`config.mk`:
```
export PLATFORM = sky130hd
export DESIGN_NAME = sensor_poll_scheduler
export DESIGN_NICKNAME = d
export VERILOG_FILES = /design/src/rtl/thermogrow_pkg.sv /design/src/rtl/thermo_interval_timer.sv /design/src/rtl/sensor_poll_scheduler.sv
export SDC_FILE = /design/constraint.sdc
export NUM_CORES = 1
export LEC_CHECK = 0
export CAP_MARGIN = 40
export CORE_MARGIN = 2
export CORE_UTILIZATION = 56
export CTS_BUF_LIST = sky130_fd_sc_hd__clkbuf_4
export CTS_CLUSTER_DIAMETER = 200
export DETAILED_ROUTE_END_ITERATION = 16
export GPL_ROUTABILITY_DRIVEN = 0
export MAX_ROUTING_LAYER = met4
export PLACE_DENSITY = 0.9
export SETUP_SLACK_MARGIN = 0.2
export SLEW_MARGIN = 40
export SYNTH_ARGS = -nofsm -noshare
export SYNTH_HDL_FRONTEND = slang
export SYNTH_HIERARCHICAL = 1
export SYNTH_SLANG_ARGS = --single-unit
```
`constraint.sdc`:
```
create_clock -name clk -period 4.6 [get_ports clk]
set_input_delay 0.92 -clock clk [delete_from_list [all_inputs] [get_ports clk]]
set_output_delay 0.92 -clock clk [all_outputs]
set_load 0.02 [all_outputs]
```
`src/rtl/thermogrow_pkg.sv`:
```
// Shared constants for the thermogrow sensor path: clock rate, DHT11 timing
// defaults and the poll scheduler state encoding.
package thermogrow_pkg;

    localparam int CLK_HZ = 50_000_000;

    // The DHT11 must not be polled more often than once per second.
    localparam int DHT11_MIN_POLL_CYCLES = CLK_HZ;

    localparam int DEF_POLL_CYCLES    = 2 * CLK_HZ;
    localparam int DEF_TIMEOUT_CYCLES = CLK_HZ / 20;
    localparam int DEF_RETRY_CYCLES   = CLK_HZ / 10;
    localparam int DEF_MAX_ATTEMPTS   = 3;

    localparam logic [2:0] ST_IDLE_ENC        = 3'd0;
    localparam logic [2:0] ST_START_ENC       = 3'd1;
    localparam logic [2:0] ST_WAIT_RESP_ENC   = 3'd2;
    localparam logic [2:0] ST_BACKOFF_ENC     = 3'd3;
    localparam logic [2:0] ST_WAIT_PERIOD_ENC = 3'd4;

    typedef enum logic [2:0] {
        ST_IDLE        = ST_IDLE_ENC,
        ST_START       = ST_START_ENC,
        ST_WAIT_RESP   = ST_WAIT_RESP_ENC,
        ST_BACKOFF     = ST_BACKOFF_ENC,
        ST_WAIT_PERIOD = ST_WAIT_PERIOD_ENC
    } poll_state_t;

    function automatic int max3(input int a, input int b, input int c);
        int m;
        m = (a > b) ? a : b;
        return (m > c) ? m : c;
    endfunction

endpackage

```
`src/rtl/thermo_interval_timer.sv`:
```
// Up-counter with synchronous clear and a terminal-count compare, shared by
// every timed state of the poll scheduler.
module thermo_interval_timer #(
    parameter int WIDTH = 8
) (
    input  logic             clk,
    input  logic             rst,
    input  logic             clear,
    input  logic [WIDTH-1:0] terminal,
    output logic             done
);

    logic [WIDTH-1:0] count_r;

    // Count from zero after each clear; saturate so an indefinite stay never wraps.
    always_ff @(posedge clk) begin
        if (!rst) begin
            count_r <= {WIDTH{1'b0}};
        end else if (clear) begin
            count_r <= {WIDTH{1'b0}};
        end else if (count_r != {WIDTH{1'b1}}) begin
            count_r <= count_r + WIDTH'(1'b1);
        end else begin
            count_r <= count_r;
        end
    end

    assign done = (count_r == terminal);

endmodule

```
`src/rtl/sensor_poll_scheduler.sv`:
```
// DHT11 poll scheduler: periodic read requests, response timeout, retry with
// backoff, and latching of validated temperature/humidity readings.
module sensor_poll_scheduler
    import thermogrow_pkg::*;
#(
    parameter int POLL_CYCLES    = DEF_POLL_CYCLES,
    parameter int TIMEOUT_CYCLES = DEF_TIMEOUT_CYCLES,
    parameter int RETRY_CYCLES   = DEF_RETRY_CYCLES,
    parameter int MAX_ATTEMPTS   = DEF_MAX_ATTEMPTS
) (
    input  logic       clk,
    input  logic       rst,
    input  logic       enable,
    input  logic       force_poll,
    output logic       rd_start,
    input  logic       rd_done,
    input  logic       rd_err,
    input  logic [7:0] rd_temp,
    input  logic [7:0] rd_hum,
    output logic [7:0] temperature,
    output logic [7:0] humidity,
    output logic       data_valid,
    output logic       update,
    output logic       sensor_fault,
    output logic [3:0] attempt
);

    localparam int MAX_CYC = max3(POLL_CYCLES, TIMEOUT_CYCLES, RETRY_CYCLES);
    localparam int TIMER_W = (MAX_CYC > 1) ? $clog2(MAX_CYC) : 1;

    localparam logic [TIMER_W-1:0] TC_POLL    = TIMER_W'(POLL_CYCLES - 1);
    localparam logic [TIMER_W-1:0] TC_TIMEOUT = TIMER_W'(TIMEOUT_CYCLES - 1);
    localparam logic [TIMER_W-1:0] TC_RETRY   = TIMER_W'(RETRY_CYCLES - 1);
    localparam logic [3:0]         MAX_ATT    = 4'(MAX_ATTEMPTS);

    poll_state_t        state_r;
    poll_state_t        state_nxt_s;
    logic [TIMER_W-1:0] tc_s;
    logic               tmr_clr_s;
    logic               tmr_done_s;

    logic       rd_start_r, rd_start_nxt_s;
    logic [7:0] temp_r, temp_nxt_s;
    logic [7:0] hum_r, hum_nxt_s;
    logic       valid_r, valid_nxt_s;
    logic       update_r, update_nxt_s;
    logic       fault_r, fault_nxt_s;
    logic [3:0] attempt_r, attempt_nxt_s;

    // Terminal count for the state currently being timed.
    always_comb begin
        tc_s = {TIMER_W{1'b0}};
        case (state_r)
            ST_WAIT_RESP:   tc_s = TC_TIMEOUT;
            ST_BACKOFF:     tc_s = TC_RETRY;
            ST_WAIT_PERIOD: tc_s = TC_POLL;
            default:        tc_s = {TIMER_W{1'b0}};
        endcase
    end

    // The timer restarts from zero on every state entry.
    assign tmr_clr_s = (state_nxt_s != state_r);

    thermo_interval_timer #(
        .WIDTH(TIMER_W)
    ) u_timer (
        .clk      (clk),
        .rst      (rst),
        .clear    (tmr_clr_s),
        .terminal (tc_s),
        .done     (tmr_done_s)
    );

    // Next-state and next-output logic; outputs are registered from these values.
    always_comb begin
        state_nxt_s   = state_r;
        temp_nxt_s    = temp_r;
        hum_nxt_s     = hum_r;
        valid_nxt_s   = valid_r;
        update_nxt_s  = 1'b0;
        fault_nxt_s   = fault_r;
        attempt_nxt_s = attempt_r;
        case (state_r)
            ST_IDLE: begin
                if (enable) begin
                    state_nxt_s   = ST_START;
                    attempt_nxt_s = 4'd1;
                end else begin
                    state_nxt_s = ST_IDLE;
                end
            end
            ST_START: begin
                state_nxt_s = ST_WAIT_RESP;
            end
            ST_WAIT_RESP: begin
                // An error wins over a simultaneous done; a silent reader times out.
                if (rd_err || (tmr_done_s && !rd_done)) begin
                    if (attempt_r < MAX_ATT) begin
                        state_nxt_s = enable ? ST_BACKOFF : ST_IDLE;
                    end else begin
                        fault_nxt_s = 1'b1;
                        state_nxt_s = enable ? ST_WAIT_PERIOD : ST_IDLE;
                    end
                end else if (rd_done) begin
                    temp_nxt_s    = rd_temp;
                    hum_nxt_s     = rd_hum;
                    valid_nxt_s   = 1'b1;
                    update_nxt_s  = 1'b1;
                    fault_nxt_s   = 1'b0;
                    attempt_nxt_s = 4'd0;
                    state_nxt_s   = enable ? ST_WAIT_PERIOD : ST_IDLE;
                end else begin
                    state_nxt_s = ST_WAIT_RESP;
                end
            end
            ST_BACKOFF: begin
                if (!enable) begin
                    state_nxt_s = ST_IDLE;
                end else if (tmr_done_s) begin
                    state_nxt_s   = ST_START;
                    attempt_nxt_s = attempt_r + 4'd1;
                end else begin
                    state_nxt_s = ST_BACKOFF;
                end
            end
            ST_WAIT_PERIOD: begin
                if (!enable) begin
                    state_nxt_s = ST_IDLE;
                end else if (tmr_done_s || force_poll) begin
                    state_nxt_s   = ST_START;
                    attempt_nxt_s = 4'd1;
                end else begin
                    state_nxt_s = ST_WAIT_PERIOD;
                end
            end
            default: begin
                state_nxt_s = ST_IDLE;
            end
        endcase
        rd_start_nxt_s = (state_nxt_s == ST_START);
    end

    // State and output registers with synchronous active-low reset.
    always_ff @(posedge clk) begin
        if (!rst) begin
            state_r    <= ST_IDLE;
            rd_start_r <= 1'b0;
            temp_r     <= 8'd0;
            hum_r      <= 8'd0;
            valid_r    <= 1'b0;
            update_r   <= 1'b0;
            fault_r    <= 1'b0;
            attempt_r  <= 4'd0;
        end else begin
            state_r    <= state_nxt_s;
            rd_start_r <= rd_start_nxt_s;
            temp_r     <= temp_nxt_s;
            hum_r      <= hum_nxt_s;
            valid_r    <= valid_nxt_s;
            update_r   <= update_nxt_s;
            fault_r    <= fault_nxt_s;
            attempt_r  <= attempt_nxt_s;
        end
    end

    assign rd_start     = rd_start_r;
    assign temperature  = temp_r;
    assign humidity     = hum_r;
    assign data_valid   = valid_r;
    assign update       = update_r;
    assign sensor_fault = fault_r;
    assign attempt      = attempt_r;

endmodule

```
Word level (Yosys, flattened, before mapping)
Cells that the tools add are included.

Bits in registers: 54. Bits in latches: 0. Bits in writable memories: 0. ROM bits: 0. Output and inout port bits: 24. Logic and storage cells: 67. Memories: 0.

$add $sub $neg: 2. Multiply operators: 0. Div/mod/pow operators: 0. Magnitude comparators: 1. Equal/unequal tests: 16. Shift-type cells: 0. Multiplexer cells: 24. Bitwise operators: 3. Reduce and logical (&&, ||, !) cells: 12.

Operators with widths (number): $pmux 27 s3 (1); $mux 4 (7); $add 27x1->27 const B (1); $eq 27x27->1 (1); $ne 27x27->1 const B (1); $mux 3 (6); $ne 2x2->1 const B (8); $pmux 4 s4 (1); $pmux 3 s5 (1); $reduce_and 8->1 (1); $eq 3x1->1 const B (2); $eq 3x2->1 const B (2); $mux 2 (3); $reduce_and 3->1 (2); $mux 1 (5); $add 4x1->4 const B (1); $lt 4x2->1 const B (1); $reduce_bool 4->1 (1); $eq 3x3->1 const B (1); $logic_not 3->1 (1); $ne 3x3->1 (1); $not 1->1 (3); $reduce_or 3->1 (1); $logic_or 1x1->1 (2); 4 further kinds (4).

Depth between registers and ports, before layout
Depth in word-level cells: 9. Gate-level depth with buffers: 17.

Hierarchy
The synthesis kept the hierarchy.

By module, submodules not included: thermo_interval_timer (times used 1, cells each 198, area an instance 1682.9 um^2); sensor_poll_scheduler (times used 1, cells each 154, area an instance 1288.7 um^2).

Worst setup path after synthesis
Ideal clock, no wire load.

Path kind: reg2reg. Start: register state_r[0]. End: register u_timer.count_r[24]. Arrival time: 3.136 ns. Path slack: 1.333 ns. Cell stages (with the launch flop): 16. Path buffers: 2. Period minus slack after synthesis: 3.267 ns. Cell sequence: dfxtp_1 > buf_2 > nor2_1 > nand2_1 > o21ai_0 > xor2_1 > nor4_1 > nand4_1 > nor4_1 > nor3_1 > a21oi_1 > o21ai_0 > o21ai_0 > nand2b_1 > clkbuf_1 > nor3_1.

Word-level cells in the longest chain between the ends: 9. Elaborated cells on any way between the ends: 18.

RTL lines: from (decl) (line sensor_poll_scheduler.sv:36) `poll_state_t state_r;`; from (signal assigned) (line sensor_poll_scheduler.sv:155) `state_r <= state_nxt_s;`; $eq 3x3->1 / $eq 3x2->1 (equally long branches) (line sensor_poll_scheduler.sv:53) `case (state_r)`; $pmux 27 s3 (*) (line sensor_poll_scheduler.sv:53); named net tc_s[13] (line sensor_poll_scheduler.sv:38) `logic [TIMER_W-1:0] tc_s;`; $eq 27x27->1 (*) (line thermo_interval_timer.sv:28) `assign done = (count_r == terminal);`; named net tmr_done_s (line sensor_poll_scheduler.sv:40) `logic tmr_done_s;`; $logic_or 1x1->1 / $logic_and 1x1->1 (equally long branches) (line sensor_poll_scheduler.sv:129, sensor_poll_scheduler.sv:97); $mux 3 / $logic_or 1x1->1 (equally long branches) (line sensor_poll_scheduler.sv:129, sensor_poll_scheduler.sv:97); $mux 3 (on tied branches) (line sensor_poll_scheduler.sv:127, sensor_poll_scheduler.sv:97); $pmux 3 s5 (*) (line sensor_poll_scheduler.sv:83) `case (state_r)`; $ne 3x3->1 (*) (line sensor_poll_scheduler.sv:62) `assign tmr_clr_s = (state_nxt_s != state_r);`; named net tmr_clr_s (line sensor_poll_scheduler.sv:39) `logic tmr_clr_s;`; $reduce_or 2->1 (no source line) (*); to (signal assigned) (line thermo_interval_timer.sv:20) `count_r <= {WIDTH{1'b0}};`; to (signal assigned) (line thermo_interval_timer.sv:22) `count_r <= count_r + WIDTH'(1'b1);`; to (signal assigned) (line thermo_interval_timer.sv:24) `count_r <= count_r;`; to (decl) (line thermo_interval_timer.sv:13) `logic [WIDTH-1:0] count_r;`.

Mark *: on every way through the listed nets, which the timed path passes. The rest lies on a longest branch. A chain may end at the register's enable or synchronous reset.

Final worst setup path
Ends and elaborated chain as after synthesis.

==> results.py <==
metrics = {
    "cells_and_area": {
        "layout_common_cells": "54 x dfxtp_1, 53 x nand2_1, 44 x clkdlybuf4s50_1, 24 x nor2_1, 20 x a21oi_1",
        "mostFrequentLayoutCell": "dfxtp_1",
        "drive_above_1_share": 0.0814,
        "syn2layout_area_growth_pct": 17.9,
        "antenna_cells": 0,
        "fin_nets": 416,
    },
    "cts": {
        "cts-htree-levels": 2,
        "post_cts_resized": 0,
        "clock_sinks": 54,
        "post_cts_buffers": 0,
        "clkLatencyLatePin_ns": 0.38,
        "cts-root-buf": "clkbuf_4",
        "cts_tree": "yes",
        "cts_buffer_depth": 2,
        "cts_made_buffers": 5,
        "clk_pin_slew_ns": 0.16,
        "holdBufCountCts": 0,
    },
    "logic_synthesis": {
        "synthXorXnorAreaFrac": 0.106,
        "synth_top_family_by_area": "simple AND/OR/NAND/NOR gates",
        "netlist_instances": 352,
        "async_reset_ff_frac": 0,
        "muxShareOfSynthArea": 0.00674,
        "synth-simple-area-share": 0.311,
        "syn_avg_cell_area_um2": 8.44,
        "yosysUniqueCellTypes": 54,
        "synth_area_um2": 2970,
        "synth_fa_ha_area_frac": 0.00842,
        "ys.flop_type": "dfxtp_1",
        "netlist_top_cells_area": "dfxtp_1 36%, nand2_1 6.7%, xnor2_1 5.6%, xor2_1 5.0%, a21oi_1 3.4%",
        "synth-compound-area-share": 0.160,
        "ys_seq_area_frac": 0.364,
        "synth_top_area_cell": "dfxtp_1",
        "synth-seq-cells": 54,
        "yosys_warnings": 6,
        "synth_edf_count": 0,
        "synthDominantCellAreaShare": 0.364,
    },
    "timing": {
        "hold_viol_final": 0,
        "slew_violations": 0,
        "relSlewSlack": 0.496,
        "setup_tns_ns": 0,
        "rsz0062_at_grt": "false",
        "fmax_mhz": 273,
        "timing_worst_slew_pin_value_ns": 0.754,
        "hold_slack_ns": 0.467,
        "min_period_ns": 3.66,
        "clock_skew_ns": 0.00998,
        "finalCritPeriodShare": 0.796,
        "setup_viol": 0,
    },
    "power_and_ir_drop": {
        "p_leak_nw": 1.30,
        "p_per_area_nw_per_um2": 241,
        "power_uw": 845,
        "peakVddDrop_mv": 0.202,
    },
    "global_routing": {
        "grt_usage": 0.240,
        "grt_max_degree": 29,
        "grt_pass1_wl_um": 11400,
        "grt_pass1_vias": 2557,
        "grt_overflow": 0,
        "antenna_found_initial": 0,
    },
    "critical_path": {
        "path_cells": "nor2_1 > nand2_1 > o21ai_0 > xor2_1 > nor4_1 > nand4_1 > nor4_1 > buf_4 > nor3_1 > a21oi_1 > o21ai_0 > o21ai_0 > nand2b_1 > buf_4 > nor3_1",
        "critical_path_peak_fanout": 13,
        "reg2regPathDepth": 15,
        "rr_startpoint": "state_r[0]$_SDFF_PN0_",
        "critPathCaptureType": "register",
        "cp_slowest_cell": "dfxtp_1",
        "cpPeakStageDelay_ns": 0.59,
        "worstPathRequired_ns": 4.88,
        "r2r_slack_ns": 0.94,
        "cp.arrival_ns": 3.94,
        "cpMostUsedCell": "o21ai_0",
        "crit_buf_inv": 2,
        "r2r-end": "u_timer/count_r[24]$_SDFFE_PP0P_",
        "critPathKind": "register to register",
        "crit_family": "simple AND/OR/NAND/NOR gates",
        "startpoint_type": "register",
    },
    "route": {
        "drt_iter0_drc": 126,
        "vias": 2655,
        "ant_nets": 0,
        "viasPerCell": 5.73,
        "firstDrtPassIters": 4,
        "routed_wl_um": 6760,
        "avgRoutedWirePerCell_um": 14.6,
        "route.detailed.drc": 0,
    },
    "floorplan": {
        "die_h_um": 76.8,
        "start_util": 0.582,
        "dieArea_um2": 5910,
        "die_width_um": 76.8,
        "ios": 46,
        "core_area_um2": 5110,
        "rows": 26,
    },
    "placement": {
        "io_buffers": 45,
        "dp_hpwl_um": 5050,
    },
    "hold_path": {
        "holdCritPathClass": "register to register",
        "whs_path_depth": 2,
        "hold_end": "temperature[2]$_SDFFE_PN0P_",
        "hp-start": "temperature[2]$_SDFFE_PN0P_",
    },
    "status": {
        "outcome": "complete, no violations",
    },
    "job": {
        "drv_cap": 0,
    },
}
report_power, final:
group          switching (mW)  internal [mW]
combinational          0.0506         0.0473
clock                   0.150          0.114
sequential            0.00864          0.475
layer usage:
| layer | share of wire | vias to the layer above | track usage |
|---|---|---|---|
| met5 | 0 | - | - |
| met1 | 0.43 | 1225 | 0.281 |
| met3 | 0.060 | 23 | 0.0459 |
| met2 | 0.48 | 82 | 0.408 |
| met4 | 0.029 | 0 | 0.0927 |
| li1 | - | 1325 | - |
worst min-delay path: stages (launching register included):
cell	delay, ns
dfxtp_1	0.34
nand2_1	0.05
a21boi_1	0.05
registers in the layout (all words and copies together), names as in the netlist:
signal,cells
u_timer/count_r,27
update,1
rd_start,1
temperature,8
sensor_fault,1
state_r,3
attempt,4
humidity,8
data_valid,1
how the worst max path moves through the flow:
stage	cells after the start	endpoint	from	slack (ns)
after floorplan	15	u_timer/count_r[24]$_SDFFE_PP0P_	state_r[0]$_SDFF_PN0_	1.33
after global placement	15	u_timer/count_r[24]$_SDFFE_PP0P_	state_r[0]$_SDFF_PN0_	1.14
after detailed placement	15	u_timer/count_r[20]$_SDFFE_PP0P_	state_r[0]$_SDFF_PN0_	0.99
after CTS	15	u_timer/count_r[20]$_SDFFE_PP0P_	state_r[0]$_SDFF_PN0_	0.94
after global routing	15	u_timer/count_r[24]$_SDFFE_PP0P_	state_r[0]$_SDFF_PN0_	0.54
final	15	u_timer/count_r[24]$_SDFFE_PP0P_	state_r[0]$_SDFF_PN0_	0.94
cells in the mapped netlist, types with 2 or more instances:
library cell,n
o221a_2,2
a31o_2,3
inv_1,5
or2b_1,2
nand3_1,13
nand4_1,11
ha_1,2
xor2_1,17
o211ai_1,2
buf_6,5
a21boi_1,8
o21ai_0,18
buf_2,3
or3_1,10
nand2b_1,4
nand4b_1,2
a21oi_1,20
o21a_1,2
nor4_4,2
a211oi_1,3
a21boi_0,9
mux2i_1,2
a31oi_1,3
nand2_1,53
xnor2_1,19
nor3_1,5
and2_1,4
and3_1,9
dfxtp_1,54
nor2_1,24
nand4_2,2
nor2b_1,2
nor4_1,6
clkbuf_1,6
metrics by stage:
step | worst slack [ns] | instances | cell area (µm²) | utilization
after CTS | 0.938 | 463 | 3500 | 0.686
after floorplan | 1.33 | 353 | 2980 | -
after global routing | 0.541 | 463 | 3500 | 0.686
final | 0.938 | 463 | 3500 | 0.686
after global placement | 1.14 | 455 | 3420 | 0.670
after detailed placement | 0.986 | 455 | 3420 | 0.670
cell families (layout without fill, tap and decap cells):
family | after synthesis | after routing
muxes | 2 | 2
xor gates and xnor gates | 36 | 36
DFF | 54 | 54
AOI/OAI and AO/OA | 74 | 74
other | 1 | 2
buffers and inverters | 20 | 60
adders and majority gates | 2 | 2
and+or+nand+nor | 163 | 163
layout make-up:
type                    count  area [µm²]
flip-flops and latches     54        1080
repair buffers             47         460
inverters                   5        18.8
clock inverters             3        45.0
well taps                  70        87.6
fillers                   424        1610
clock buffers               5        37.5
multi-input cells         279        1770
(Power assumes the default switching activity.)
==> RTL edit: new RTL, config.mk and constraints unchanged <==
`CLK_HZ`: 50_000_000 -> 12_500_000.
--- a/src/rtl/thermogrow_pkg.sv
+++ b/src/rtl/thermogrow_pkg.sv
@@ -4,3 +4,3 @@
 
-    localparam int CLK_HZ = 50_000_000;
+    localparam int CLK_HZ = 12_500_000;
 
Check against the original RTL: same outputs for any inputs over 10 cycles, from zero or initial values and one cycle with rst low; that may be too few to reach the edited logic, so the function may still have changed.
==> RTL edit against the original RTL <==
- sequential cell count shrank 2
- global-route usage rose by 0.46 points
- total power fell by 1.9%
- critical path type unchanged
- area after synthesis down 5.1%
- worst setup slack better by 0.076 ns
- synthesized cell count down 6.3%
- largest cell class unchanged
- design area fell by 4.4%
- sequential share of layout area is 0.22 points higher
- highest routed layer unchanged
- routed wire length fell by 8.3%
==> RTL edit: results (changes against the original RTL) <==
- Run status: finished clean (unchanged)
* HPWL after DPL: 4.578 mm (was 5.048 mm)
- The filler cell count was 366 (was 424).
- Layout Skew: 0.01162 ns (was 0.009980 ns)
- The number of global-route vias before repair is 2,225 (was 2,557).
- The clock group total power is 269 µW (was 264 µW).
* Arrival time reported for the critical path endpoint: 3.87 ns (was 3.94 ns)
- The fraction of area in registers came to 31.09% (was 30.87%).
* DR pass1 iterations: 5 (was 4)
* Sequential share of the synthesized area: 36.90% (was 36.38%)
- Number of flip-flops under the largest register name: 25 (was 27)
* GRT Overall Usage: 24.46% (was 24.00%)
* CP max FO: 23 (was 13)
- Clock-cell share of area: 2.504% (was 2.358%)
- Area of the multi-input gates: 1652 µm² (was 1772 µm²)
- Portion of total power attributed to combinational logic: 11.3% (was 11.6%)
- The register bit count reported by yosys is 52 (was 54).
- The post-placement worst setup slack came to 0.8026 ns (was 0.9859 ns).
- Initial DRC Count: 188 (was 126)
- The final total power came to 828.7 µW (was 844.9 µW).
* Final net count: 393 (was 416)
- The peak supply drop was 0.0001732 V (was 0.0002023 V).
* Cell count after placement: 429 (was 455)
- The overall via count from detail_route is 2,482 (was 2,655).
- The static power due to leakage was 1.204 nW (was 1.301 nW).
## RTL edit: cell types whose count changed in the layout (fill, tap and decap cells not counted), moves of 5 or more
cell,before,now
sky130_fd_sc_hd__xnor2_1,19,26
sky130_fd_sc_hd__a21oi_1,20,14
sky130_fd_sc_hd__and3_1,9,3
sky130_fd_sc_hd__o21ai_0,18,13
sky130_fd_sc_hd__or3_1,10,5
## RTL edit: final timing paths
kind | start | end | slack [ns] | cells past startpoint
max | state_r[0] | u_timer/count_r[23] | 1.01 | 15
min | sensor_fault | sensor_fault | 0.45 | 2
max reg2reg | state_r[0] | u_timer/count_r[23] | 1.01 | 15
min reg2reg | sensor_fault | sensor_fault | 0.45 | 2
## RTL edit: kinds of logic after synthesis
family | share of synthesized area [%]
other cells | 0.1329
xor+xnor | 12.73
simple gates | 28.47
mux | 0.3548
fa+ha+maj | 0.8868
flops | 36.90
compound gates | 15.74
buf+inv | 4.789
